$ cat src/rtl/pixel_scan_sampler.sv
// pixel_scan_sampler: walks a one-hot select over NUM_PIX taps, averages 2**AVG_LOG2 luma samples per tap, thresholds each tap to a dark bit.
// Latency: NUM_PIX*(SETTLE + 2**AVG_LOG2 + 1) + 2 cycles from the start pulse to bits_valid rising.
// Backpressure: none; the scan never stalls. An unacknowledged result is overwritten and sticky overrun is raised.
// Ports: clk/reset (async, active-high); start, continuous, threshold control a scan;
//        pixel_r/g/b are the selected tap's colour channels; pixel_select drives the tap mux;
//        bits/bits_valid/bits_ack form the result handshake; busy and overrun report status.
module pixel_scan_sampler #(
    parameter int NUM_PIX  = 8,
    parameter int PIX_W    = 8,
    parameter int SETTLE   = 4,
    parameter int AVG_LOG2 = 2
) (
    input  logic               clk,
    input  logic               reset,
    input  logic               start,
    input  logic               continuous,
    input  logic [PIX_W+1:0]   threshold,
    input  logic [PIX_W-1:0]   pixel_r,
    input  logic [PIX_W-1:0]   pixel_g,
    input  logic [PIX_W-1:0]   pixel_b,
    output logic [NUM_PIX-1:0] pixel_select,
    output logic               busy,
    output logic [NUM_PIX-1:0] bits,
    output logic               bits_valid,
    input  logic               bits_ack,
    output logic               overrun
);

    localparam int NAVG    = 1 << AVG_LOG2;
    localparam int CNT_MAX = (SETTLE > NAVG) ? SETTLE : NAVG;
    localparam int CNT_W   = $clog2(CNT_MAX + 1);
    localparam int IDX_W   = $clog2(NUM_PIX);
    localparam int LUMA_W  = PIX_W + 2;
    localparam int ACC_W   = LUMA_W + AVG_LOG2;

    localparam logic [CNT_W-1:0] SETTLE_LAST = CNT_W'(SETTLE - 1);
    localparam logic [CNT_W-1:0] ACCUM_LAST  = CNT_W'(NAVG - 1);
    localparam logic [IDX_W-1:0] IDX_LAST    = IDX_W'(NUM_PIX - 1);

    typedef enum logic [2:0] {
        S_IDLE,
        S_SETTLE,
        S_ACCUM,
        S_STORE,
        S_DONE
    } state_t;

    state_t             r_state;
    logic [CNT_W-1:0]   r_cnt;
    logic [IDX_W-1:0]   r_idx;
    logic [ACC_W-1:0]   r_acc;
    logic [LUMA_W-1:0]  r_thr;
    logic [NUM_PIX-1:0] r_shadow;
    logic [NUM_PIX-1:0] r_sel;
    logic [NUM_PIX-1:0] r_bits;
    logic               r_busy;
    logic               r_valid;
    logic               r_overrun;

    logic [LUMA_W-1:0]  w_luma;
    logic [LUMA_W-1:0]  w_avg;
    logic               w_dark;

    // luma = r + 2g + b; the doubled green is a shift, and the sum fits PIX_W+2 bits.
    assign w_luma = LUMA_W'(pixel_r) + {1'b0, pixel_g, 1'b0} + LUMA_W'(pixel_b);
    assign w_avg  = LUMA_W'(r_acc >> AVG_LOG2);
    // Equality counts as light.
    assign w_dark = (w_avg < r_thr);

    always_ff @(posedge clk or posedge reset) begin
        if (reset) begin
            r_state   <= S_IDLE;
            r_cnt     <= '0;
            r_idx     <= '0;
            r_acc     <= '0;
            r_thr     <= '0;
            r_shadow  <= '0;
            r_sel     <= '0;
            r_bits    <= '0;
            r_busy    <= 1'b0;
            r_valid   <= 1'b0;
            r_overrun <= 1'b0;
        end else begin
            // Consumer ack; the DONE branch below overrides this when a new result lands.
            if (bits_ack && r_valid) begin
                r_valid   <= 1'b0;
                r_overrun <= 1'b0;
            end

            case (r_state)
                S_IDLE: begin
                    if (start) begin
                        r_thr   <= threshold;
                        r_idx   <= '0;
                        r_cnt   <= '0;
                        r_acc   <= '0;
                        r_sel   <= NUM_PIX'(1);
                        r_busy  <= 1'b1;
                        r_state <= S_SETTLE;
                    end
                end

                S_SETTLE: begin
                    if (r_cnt == SETTLE_LAST) begin
                        r_cnt   <= '0;
                        r_state <= S_ACCUM;
                    end else begin
                        r_cnt <= r_cnt + CNT_W'(1);
                    end
                end

                S_ACCUM: begin
                    r_acc <= r_acc + ACC_W'(w_luma);
                    if (r_cnt == ACCUM_LAST) begin
                        r_cnt   <= '0;
                        r_state <= S_STORE;
                    end else begin
                        r_cnt <= r_cnt + CNT_W'(1);
                    end
                end

                S_STORE: begin
                    r_shadow[r_idx] <= w_dark;
                    if (r_idx == IDX_LAST) begin
                        r_sel   <= '0;
                        r_state <= S_DONE;
                    end else begin
                        r_idx   <= r_idx + IDX_W'(1);
                        r_sel   <= r_sel << 1;
                        r_acc   <= '0;
                        r_state <= S_SETTLE;
                    end
                end

                S_DONE: begin
                    r_bits  <= r_shadow;
                    r_valid <= 1'b1;
                    // An ack landing in this very cycle consumes the old word, so no overrun.
                    r_overrun <= r_valid && !bits_ack;
                    if (continuous) begin
                        r_thr   <= threshold;
                        r_idx   <= '0;
                        r_acc   <= '0;
                        r_sel   <= NUM_PIX'(1);
                        r_state <= S_SETTLE;
                    end else begin
                        r_busy  <= 1'b0;
                        r_state <= S_IDLE;
                    end
                end

                default: begin
                    r_state <= S_IDLE;
                end
            endcase
        end
    end

    assign pixel_select = r_sel;
    assign busy         = r_busy;
    assign bits         = r_bits;
    assign bits_valid   = r_valid;
    assign overrun      = r_overrun;

endmodule

$ cat config.mk
export PLATFORM = sky130hd
export DESIGN_NAME = pixel_scan_sampler
export DESIGN_NICKNAME = d
export VERILOG_FILES = /design/src/rtl/pixel_scan_sampler.sv
export SDC_FILE = /design/constraint.sdc
export NUM_CORES = 1
export LEC_CHECK = 0
export CAP_MARGIN = 20
export CORE_MARGIN = 1.5
export CORE_UTILIZATION = 45
export CTS_BUF_LIST = sky130_fd_sc_hd__clkbuf_8 sky130_fd_sc_hd__clkbuf_16
export CTS_CLUSTER_DIAMETER = 30
export DETAILED_ROUTE_END_ITERATION = 10
export DONT_BUFFER_PORTS = 1
export PLACE_DENSITY = 0.71
export SYNTH_ARGS = -nofsm -noshare
export SYNTH_HDL_FRONTEND = slang
export SYNTH_SLANG_ARGS = --single-unit
$ cat constraint.sdc
create_clock -name clk -period 3.3 [get_ports clk]
set_clock_uncertainty 0.2 [all_clocks]
set_input_delay 0.66 -clock clk [delete_from_list [all_inputs] [get_ports clk]]
set_output_delay 0.66 -clock clk [all_outputs]
set_load 0.01 [all_outputs]
# Word level (Yosys, flattened, before mapping)

Cells that the tools add are included.

Flip-flop bits (word level): 58
Bits in latches: 0
RAM bits: 0
ROM bits: 0
Word-level logic and storage cells: 81
Memories kept: 0

Add/subtract/negate cells: 5
Multipliers: 0
Divide/modulo/power cells: 0
Magnitude comparators: 3
Equal/unequal tests: 12
Shift operators: 0
Mux-type cells: 32
Bitwise operators: 0
Reduce and logical (&&, ||, !) cells: 18

Operator list:

| kind                                                                         | number |
|---|---|
| 12-bit one-hot mux with 4 select lines                                       | 1 |
| 12-bit 2-to-1 mux                                                            | 3 |
| 3-bit 2-to-1 mux                                                             | 8 |
| 8-bit 2-to-1 mux                                                             | 3 |
| 8-bit one-hot mux with 3 select lines                                        | 1 |
| 10-bit 2-to-1 mux                                                            | 2 |
| 10-bit one-hot mux with 2 select lines                                       | 1 |
| 3-bit one-hot mux with 5 select lines                                        | 1 |
| 12-bit by 10-bit adder with 12-bit output                                    | 1 |
| 2-bit inequality test, second input constant                                 | 6 |
| 3-bit AND reduction                                                          | 4 |
| 10-bit by 8-bit adder with 10-bit output                                     | 1 |
| 8-bit by 9-bit adder with 10-bit output                                      | 1 |
| 10-bit less-than comparator                                                  | 1 |
| 3-bit by 2-bit equality test with 1-bit output, second input constant        | 3 |
| 3-bit one-hot mux with 3 select lines                                        | 1 |
| 8-bit bitwise mux                                                            | 1 |
| 4-bit AND reduction                                                          | 2 |
| 1-bit 2-to-1 mux                                                             | 7 |
| 3-bit by 1-bit adder with 3-bit output, second input constant                | 2 |
| 3-bit equality test, second input constant                                   | 2 |
| 3-bit one-hot mux with 2 select lines                                        | 1 |
| 2-bit nonzero test                                                           | 3 |
| 3-bit by 4-bit less-than comparator with 1-bit output, second input constant | 1 |
| 11 further kinds                                                             | 13 |

# Depth between registers and ports, before layout

Gate-level depths: netlist of run 1.

Depth in word-level cells: 5
Mapped depth: 12
Mapped depth without buffers: 12

# Worst setup path before layout of run 1

No wires, ideal clock.

Path kind: input -> register
Start: input pixel_r[2]
End: register r_acc[10]
Setup time: 122 ps
Data arrival time: 2955 ps
Path slack: 24 ps
Stages on the path: 12
Path buffers: 0
Cells stage by stage: inv_1 -> fa_1 -> inv_1 -> fa_1 -> ha_1 -> inv_1 -> fa_1 -> nand2b_1 -> a21oi_1 -> o211ai_1 -> mux2i_1 -> nand2_1

Cells in the longest elaborated chain, start to end: 4

Ends and longest elaborated chain:

| item                                      | line | text |
|---|---|---|
| start, declared                           | 18   | `input logic [PIX_W-1:0] pixel_r,` |
| 8-bit by 9-bit adder with 10-bit output   | 65   | `assign w_luma = LUMA_W'(pixel_r) + {1'b0, pixel_g, 1'b0} + LUMA_W'(pixel_b);` |
| 10-bit by 8-bit adder with 10-bit output  | 65   |  |
| 12-bit by 10-bit adder with 12-bit output | 113  | `r_acc <= r_acc + ACC_W'(w_luma);` |
| 12-bit one-hot mux with 4 select lines    | 90   | `case (r_state)` |
| end signal, assigned                      | 113  |  |
| end, declared                             | 51   | `logic [ACC_W-1:0] r_acc;` |

No other way between the ends.
A chain may end at the register's enable or synchronous reset.

# Worst setup path in the final report of run 1

Ends and elaborated chain as after synthesis.

==> results of run 1 <==
[final timing paths]
kind	from	to	slack (ns)	cells after the start
max reg2reg	r_acc[0]$_DFFE_PP0P_	r_acc[10]$_DFFE_PP0P_	0.67	12
min reg2reg	r_acc[1]$_DFFE_PP0P_	r_acc[1]$_DFFE_PP0P_	0.29	2
max in group asynchronous	reset	r_state[0]$_DFFE_PP0P_	2.04	2
min	reset	bits[5]$_DFFE_PP0P_	0.02	1
max	pixel_r[2]	r_acc[10]$_DFFE_PP0P_	0.23	12
min in group clk	bits_ack	overrun$_DFFE_PP0P_	0.21	1
[cells by family (layout without fill, tap and decap cells)]
group           count (synthesis)  count (layout)
buf+inv                        70              80
mux                            23              23
simple gates                   77              77
compound gates                 74              74
xor+xnor                        4               4
fa+ha+maj                      40              40
flops                          58              58
[routing by layer]
layer  up-vias  share of wire, %
met5         -                 0
met4         0               1.0
met3         7               4.5
met2        53                50
met1      1157                44
li1       1172                 -
[cell usage in the layout, fill, tap and decap left out, types with 2 or more instances in the layout]
| cell type | synthesis | layout |
|---|---|---|
| xor2_1 | 2 | 2 |
| nand3b_1 | 2 | 2 |
| a211oi_1 | 4 | 4 |
| inv_1 | 60 | 59 |
| o21ai_0 | 27 | 27 |
| and2_1 | 2 | 2 |
| nor2b_1 | 3 | 3 |
| nor3_1 | 7 | 6 |
| a21o_1 | 5 | 5 |
| xnor2_1 | 2 | 2 |
| nand2_1 | 29 | 29 |
| mux2_2 | 18 | 18 |
| fa_1 | 16 | 16 |
| mux2i_1 | 4 | 4 |
| and3_1 | 3 | 3 |
| clkinv_2 | 0 | 2 |
| clkbuf_8 | 0 | 9 |
| a21oi_1 | 17 | 17 |
| o211ai_1 | 3 | 3 |
| nand2b_1 | 5 | 5 |
| nor2_1 | 13 | 13 |
| buf_4 | 1 | 4 |
| ha_1 | 24 | 24 |
| nor3b_1 | 4 | 4 |
| a22o_1 | 11 | 11 |
| dfrtp_1 | 58 | 58 |
| bufinv_16 | 0 | 3 |
[registers in the layout, indices dropped and copies added, names as in the netlist]
name,count
r_acc,12
bits_valid,1
r_shadow,8
r_cnt,3
pixel_select,8
busy,1
bits,8
overrun,1
r_thr,10
r_idx,3
r_state,3
[final cells by class]
type	instances	area, um2	share of cell area, %
clock buffers	9	124	3.21
repair buffers	4	30.0	0.779
multi-input cells	218	1780	46.3
clock inverters	7	116	3.02
inverters	60	225	5.84
well taps	99	124	3.21
flip-flops and latches	58	1450	37.7
[power by group through the flow]
stage	registers, mW	clock network (mW)	logic [mW]
floorplan	0.903	0	0.898
global placement	0.935	0	1.06
detailed placement	0.938	0	1.10
CTS	0.925	0.805	1.11
global route	0.942	0.830	1.29
finish	0.926	0.796	1.09
[stage by stage]
stage	instance area [um2]	cells	setup WS (ns)	util [%]
6_report	3850	455	0.227	52.0
5_1_grt	3850	455	0.0580	52.0
4_1_cts	3850	454	0.225	51.9
3_5_place_dp	3610	438	-0.114	48.7
3_3_place_gp	3610	438	-0.0735	48.7
2_1_floorplan	3500	346	0.0235	-
[worst max-delay path, cell delays in order]
cell,delay (ns)
inv_1,0.03
fa_1,0.53
inv_1,0.05
fa_1,0.50
ha_1,0.18
inv_1,0.06
fa_1,0.37
nand2b_1,0.19
a21oi_1,0.18
o211ai_1,0.12
mux2i_1,0.16
nand2_1,0.06
==> flow_summary.yaml, run 1 <==
yosys:
  synthMuxAreaShare_pct: 7.57
  synthFlopType: "dfrtp_1"
  synth_seq_area_share_pct: 41.4
  syn_area_per_cell_um2: 10.1
  synth_compound_area_share_pct: 13.4
  yosys.area_share.simple_pct: 11.1
  synthArstFlopShare_pct: 100
  yosysUniqueCellTypes: 43
  synthCells: 346
  synth_area_mm2: 0.00350
  synth_edf_count: 0
  synth_top_family_by_area: "adder cells"
  netlist_top_cells_area: "dfrtp_1, fa_1, ha_1"
  synth_xor_area_share_pct: 1.00
  synth_fp_nets: 425
  synth-seq-cells: 58
  synth_warnings: 0
  synthAdderAreaFrac_pct: 17.7
  synth_top_area_share_pct: 41.4
  yosysMostFrequentCell: "inv_1"
  synth_top_cell_by_area: "dfrtp_1"
  synth_top_cells_by_count: "inv_1, dfrtp_1, nand2_1"
grt:
  use_met3_pct: 3.85
  antenna_found_initial: 0
  grt_overflow_total: 0
  grt_max_degree: 37
  grt_pass1_vias: 2396
  grt_pass1_wl_um: 11300
  met2_usage_pct: 28.2
  grt_usage_pct: 17.1
  busiest_layer: "met2"
  use_met1_pct: 21.9
timing:
  post-route-min-period_ns: 3.07
  holdWs_ns: 0.0198
  tightest_slew_ns: 0.569
  tns_ns: 0
  grt_setup_unrepaired: "false"
  max_freq_mhz: 325
  setup_violations: 0
  slew_headroom_pct: 62.1
  post-route-period-util_pct: 93.1
  final_max_slew_viol_count: 0
  final_hold_viol_count: 0
clock_tree:
  cts_setup_buffers: 0
  tritoncts: "yes"
  post_cts_resized: 0
  insertion_delay_ns: 0.33
  root_buffer: "clkbuf_8"
  hold_buffers: 0
  clkSinkCount: 58
  cts-htree-levels: 3
  cts_buffers: 9
  path_clk_slew_ns: 0.07
  clock_path_buffers: 2
floorplan:
  die_area_mm2: 0.00832
  core-area_mm2: 0.00741
  rows: 31
  die_h_um: 91.2
  initial_core_util_pct: 47.3
  fp.dieW_um: 91.2
  top_level_ports: 58
setup_path:
  path_max_fanout: 3
  startpoint_type: "input pin"
  cp.required_ns: 3.32
  cp-end-kind: "register"
  crit_arrival_ns: 3.09
  crit_type: "in -> reg"
detailed_routing:
  post_drt_via_cell_ratio: 5.25
  dr_total_vias: 2389
  initialDrtViolationCount: 81
  wl_per_cell_um: 14.1
  drtAntennaViolNets: 0
  wl_um: 6400
  firstDrtPassIters: 4
  drc: 0
final_layout:
  final_layout_size_suffix_gt1_share_pct: 12.6
  area_delta_synth_final_pct: 10.0
  nFillCells: 673
  antenna_cells: 0
  final_nets: 430
pwr:
  powerDensity_mw_per_mm2: 731
  pwr-share-seq_pct: 32.9
  power_switching_uw: 965
  p_clk_share_pct: 28.3
  p_leak_nw: 1.88
  switching_share_pct: 34.3
  vdd_drop_max_mv: 0.451
  power_frac_comb_pct: 38.8
  power.total_mw: 2.82
  intPower_mw: 1.85
placed_design:
  dp_hpwl_um: 4820
  io_buffers: 0
  place_congestion: 0.780
run:
  cap_violations: 0
min_path:
  min-delay-path-class: "in -> async"
status:
  status: "finished clean"
Power figures use the tool's default switching activity.
==> run 2, diff against run 1 <==
- CORE_MARGIN: 1.5 -> unset
- PLACE_DENSITY: 0.71 -> unset
==> run 2 against run 1 <==
  * Routed wire length up 2.1%
  * First-iteration DRC count up 11%
  * Die area down 2.2%
  * Power down 1.9%
  * Critical path type unchanged
  * Largest cell class unchanged
==> flow_summary.yaml, run 2 (synthesis gave the netlist of run 1 again) <==
status:
  status: "finished clean"
floorplan:
  initial_core_util_pct: 47.5
  rows: 31
  die_h_um: 90.2
  fp.dieW_um: 90.2
  die_area_mm2: 0.00814
  top_level_ports: 58
  core-area_mm2: 0.00737
detailed_routing:
  dr_total_vias: 2376
  drtAntennaViolNets: 0
  post_drt_via_cell_ratio: 5.22
  drc: 0
  wl_per_cell_um: 14.4
  wl_um: 6530
  firstDrtPassIters: 4
  initialDrtViolationCount: 90
timing:
  holdWs_ns: 0.204
  slew_headroom_pct: 49.9
  max_freq_mhz: 328
  grt_setup_unrepaired: "false"
  tightest_slew_ns: 0.752
  post-route-min-period_ns: 3.05
  setup_violations: 0
  final_max_slew_viol_count: 0
  post-route-period-util_pct: 92.4
  tns_ns: 0
  final_hold_viol_count: 0
setup_path:
  r2r_end: "r_acc[11]$_DFFE_PP0P_"
  startpoint_type: "input pin"
  crit_arrival_ns: 3.07
  r2r-start: "r_acc[5]$_DFFE_PP0P_"
  cpPeakStageDelay_ns: 0.53
  cp_top_family: "adder cells"
  reg2reg_depth: 9
  path_buf_inv: 3
  worst_path_max_delay_cell: "fa_1"
  crit_chain: "inv_1, fa_1, inv_1, fa_1, ha_1, inv_1, fa_1, nand2b_1, a21oi_2, o211ai_1, mux2i_1, nand2_1"
  cp.required_ns: 3.32
  cp-end-kind: "register"
  path_max_fanout: 3
  r2r_slack_ns: 0.66
  crit_type: "in -> reg"
clock_tree:
  cts_buffers: 9
  cts_setup_buffers: 0
  insertion_delay_ns: 0.34
  clkSinkCount: 58
  root_buffer: "clkbuf_8"
  cts-htree-levels: 3
  path_clk_slew_ns: 0.07
  hold_buffers: 0
  tritoncts: "yes"
  clock_path_buffers: 2
final_layout:
  multi_input_area_mm2: 0.00179
  nFillCells: 695
  layout_commonest_cell: "inv_1"
  seqCellArea_mm2: 0.00145
  largest_register: "r_acc"
  final_nets: 430
  antenna_cells: 0
  final_cell_mix: "inv_1, dfrtp_1, nand2_1"
  final_layout_size_suffix_gt1_share_pct: 12.6
  reg.largest.list: "r_acc (12), r_thr (10)"
  largest_register_ff_count: 12
  area_delta_synth_final_pct: 9.50
placed_design:
  dp_hpwl_um: 4690
  place_congestion: 0.771
  io_buffers: 0
min_path:
  min-delay-path-class: "in -> async"
run:
  cap_violations: 0
grt:
  grt_pass1_vias: 2408
  grt_pass1_wl_um: 11600
  antenna_found_initial: 0
  grt_overflow_total: 0
  grt_usage_pct: 18.1
  grt_max_degree: 59
pwr:
  p_leak_nw: 1.88
  vdd_drop_max_mv: 0.373
  powerDensity_mw_per_mm2: 720
==> run 2: area by class of cell <==
type	instances	area share [%]
clock buffer	10	3.59
clock inverter	6	2.12
inverter	60	5.87
multi-input combinational	218	46.6
sequential	58	37.8
tap	99	3.23
timing repair buffer	4	0.783
==> run 2: what timing repair did <==
action | CTS | global route
endpoints found under the hold margin | 0 | 0
gates resized for setup | 0 | 1
setup endpoints to repair | 0 | 1
==> run 2: worst reg2reg max path: stages (launching register included) <==
cell	delay, ns
dfrtp_1	0.40
inv_1	0.08
fa_1	0.53
inv_1	0.04
ha_1	0.30
a21o_1	0.16
a21oi_1	0.27
a211oi_1	0.13
or3_1	0.36
o211ai_1	0.09
==> run 2: per-layer routing <==
layer | wire [um] | up-vias | track usage [%] | part of all wire (%)
met5 | 0 | - | 0 | 0
met4 | 42 | 0 | 6.05 | 0.64
met3 | 210 | 2 | 5.08 | 3.2
met2 | 3170 | 39 | 28.7 | 49
met1 | 3110 | 1162 | 23.9 | 48
li1 | - | 1173 | - | -
==> run 2: worst max-delay path by stage <==
stage	from	end	slack, ns	cells past startpoint
floorplan	pixel_r[2]	r_acc[10]$_DFFE_PP0P_	0.02	12
global placement	pixel_r[2]	r_acc[10]$_DFFE_PP0P_	-0.08	12
detailed placement	pixel_r[2]	r_acc[10]$_DFFE_PP0P_	-0.11	12
CTS	pixel_r[2]	r_acc[10]$_DFFE_PP0P_	0.24	12
global route	pixel_r[2]	r_acc[8]$_DFFE_PP0P_	0.05	12
finish	pixel_r[2]	r_acc[10]$_DFFE_PP0P_	0.25	12
==> run 2: per-stage QoR <==
stage / setup WS (ns) / util (%) / cells / area, um2 / power [mW]
finish: 0.250 / 52.1 / 455 / 3840 / 2.76
global route: 0.0545 / 52.1 / 455 / 3840 / 3.04
CTS: 0.239 / 51.9 / 454 / 3820 / 2.78
detailed placement: -0.111 / 48.9 / 438 / 3610 / 2.04
global placement: -0.0773 / 48.9 / 438 / 3610 / 2.01
floorplan: 0.0235 / - / 346 / 3500 / 1.80
==> run 2: report_power, final <==
part           internal, mW  switching [mW]  leakage [nW]
Clock                 0.440           0.289         0.113
Sequential            0.836          0.0910         0.711
Combinational         0.515           0.592          1.05
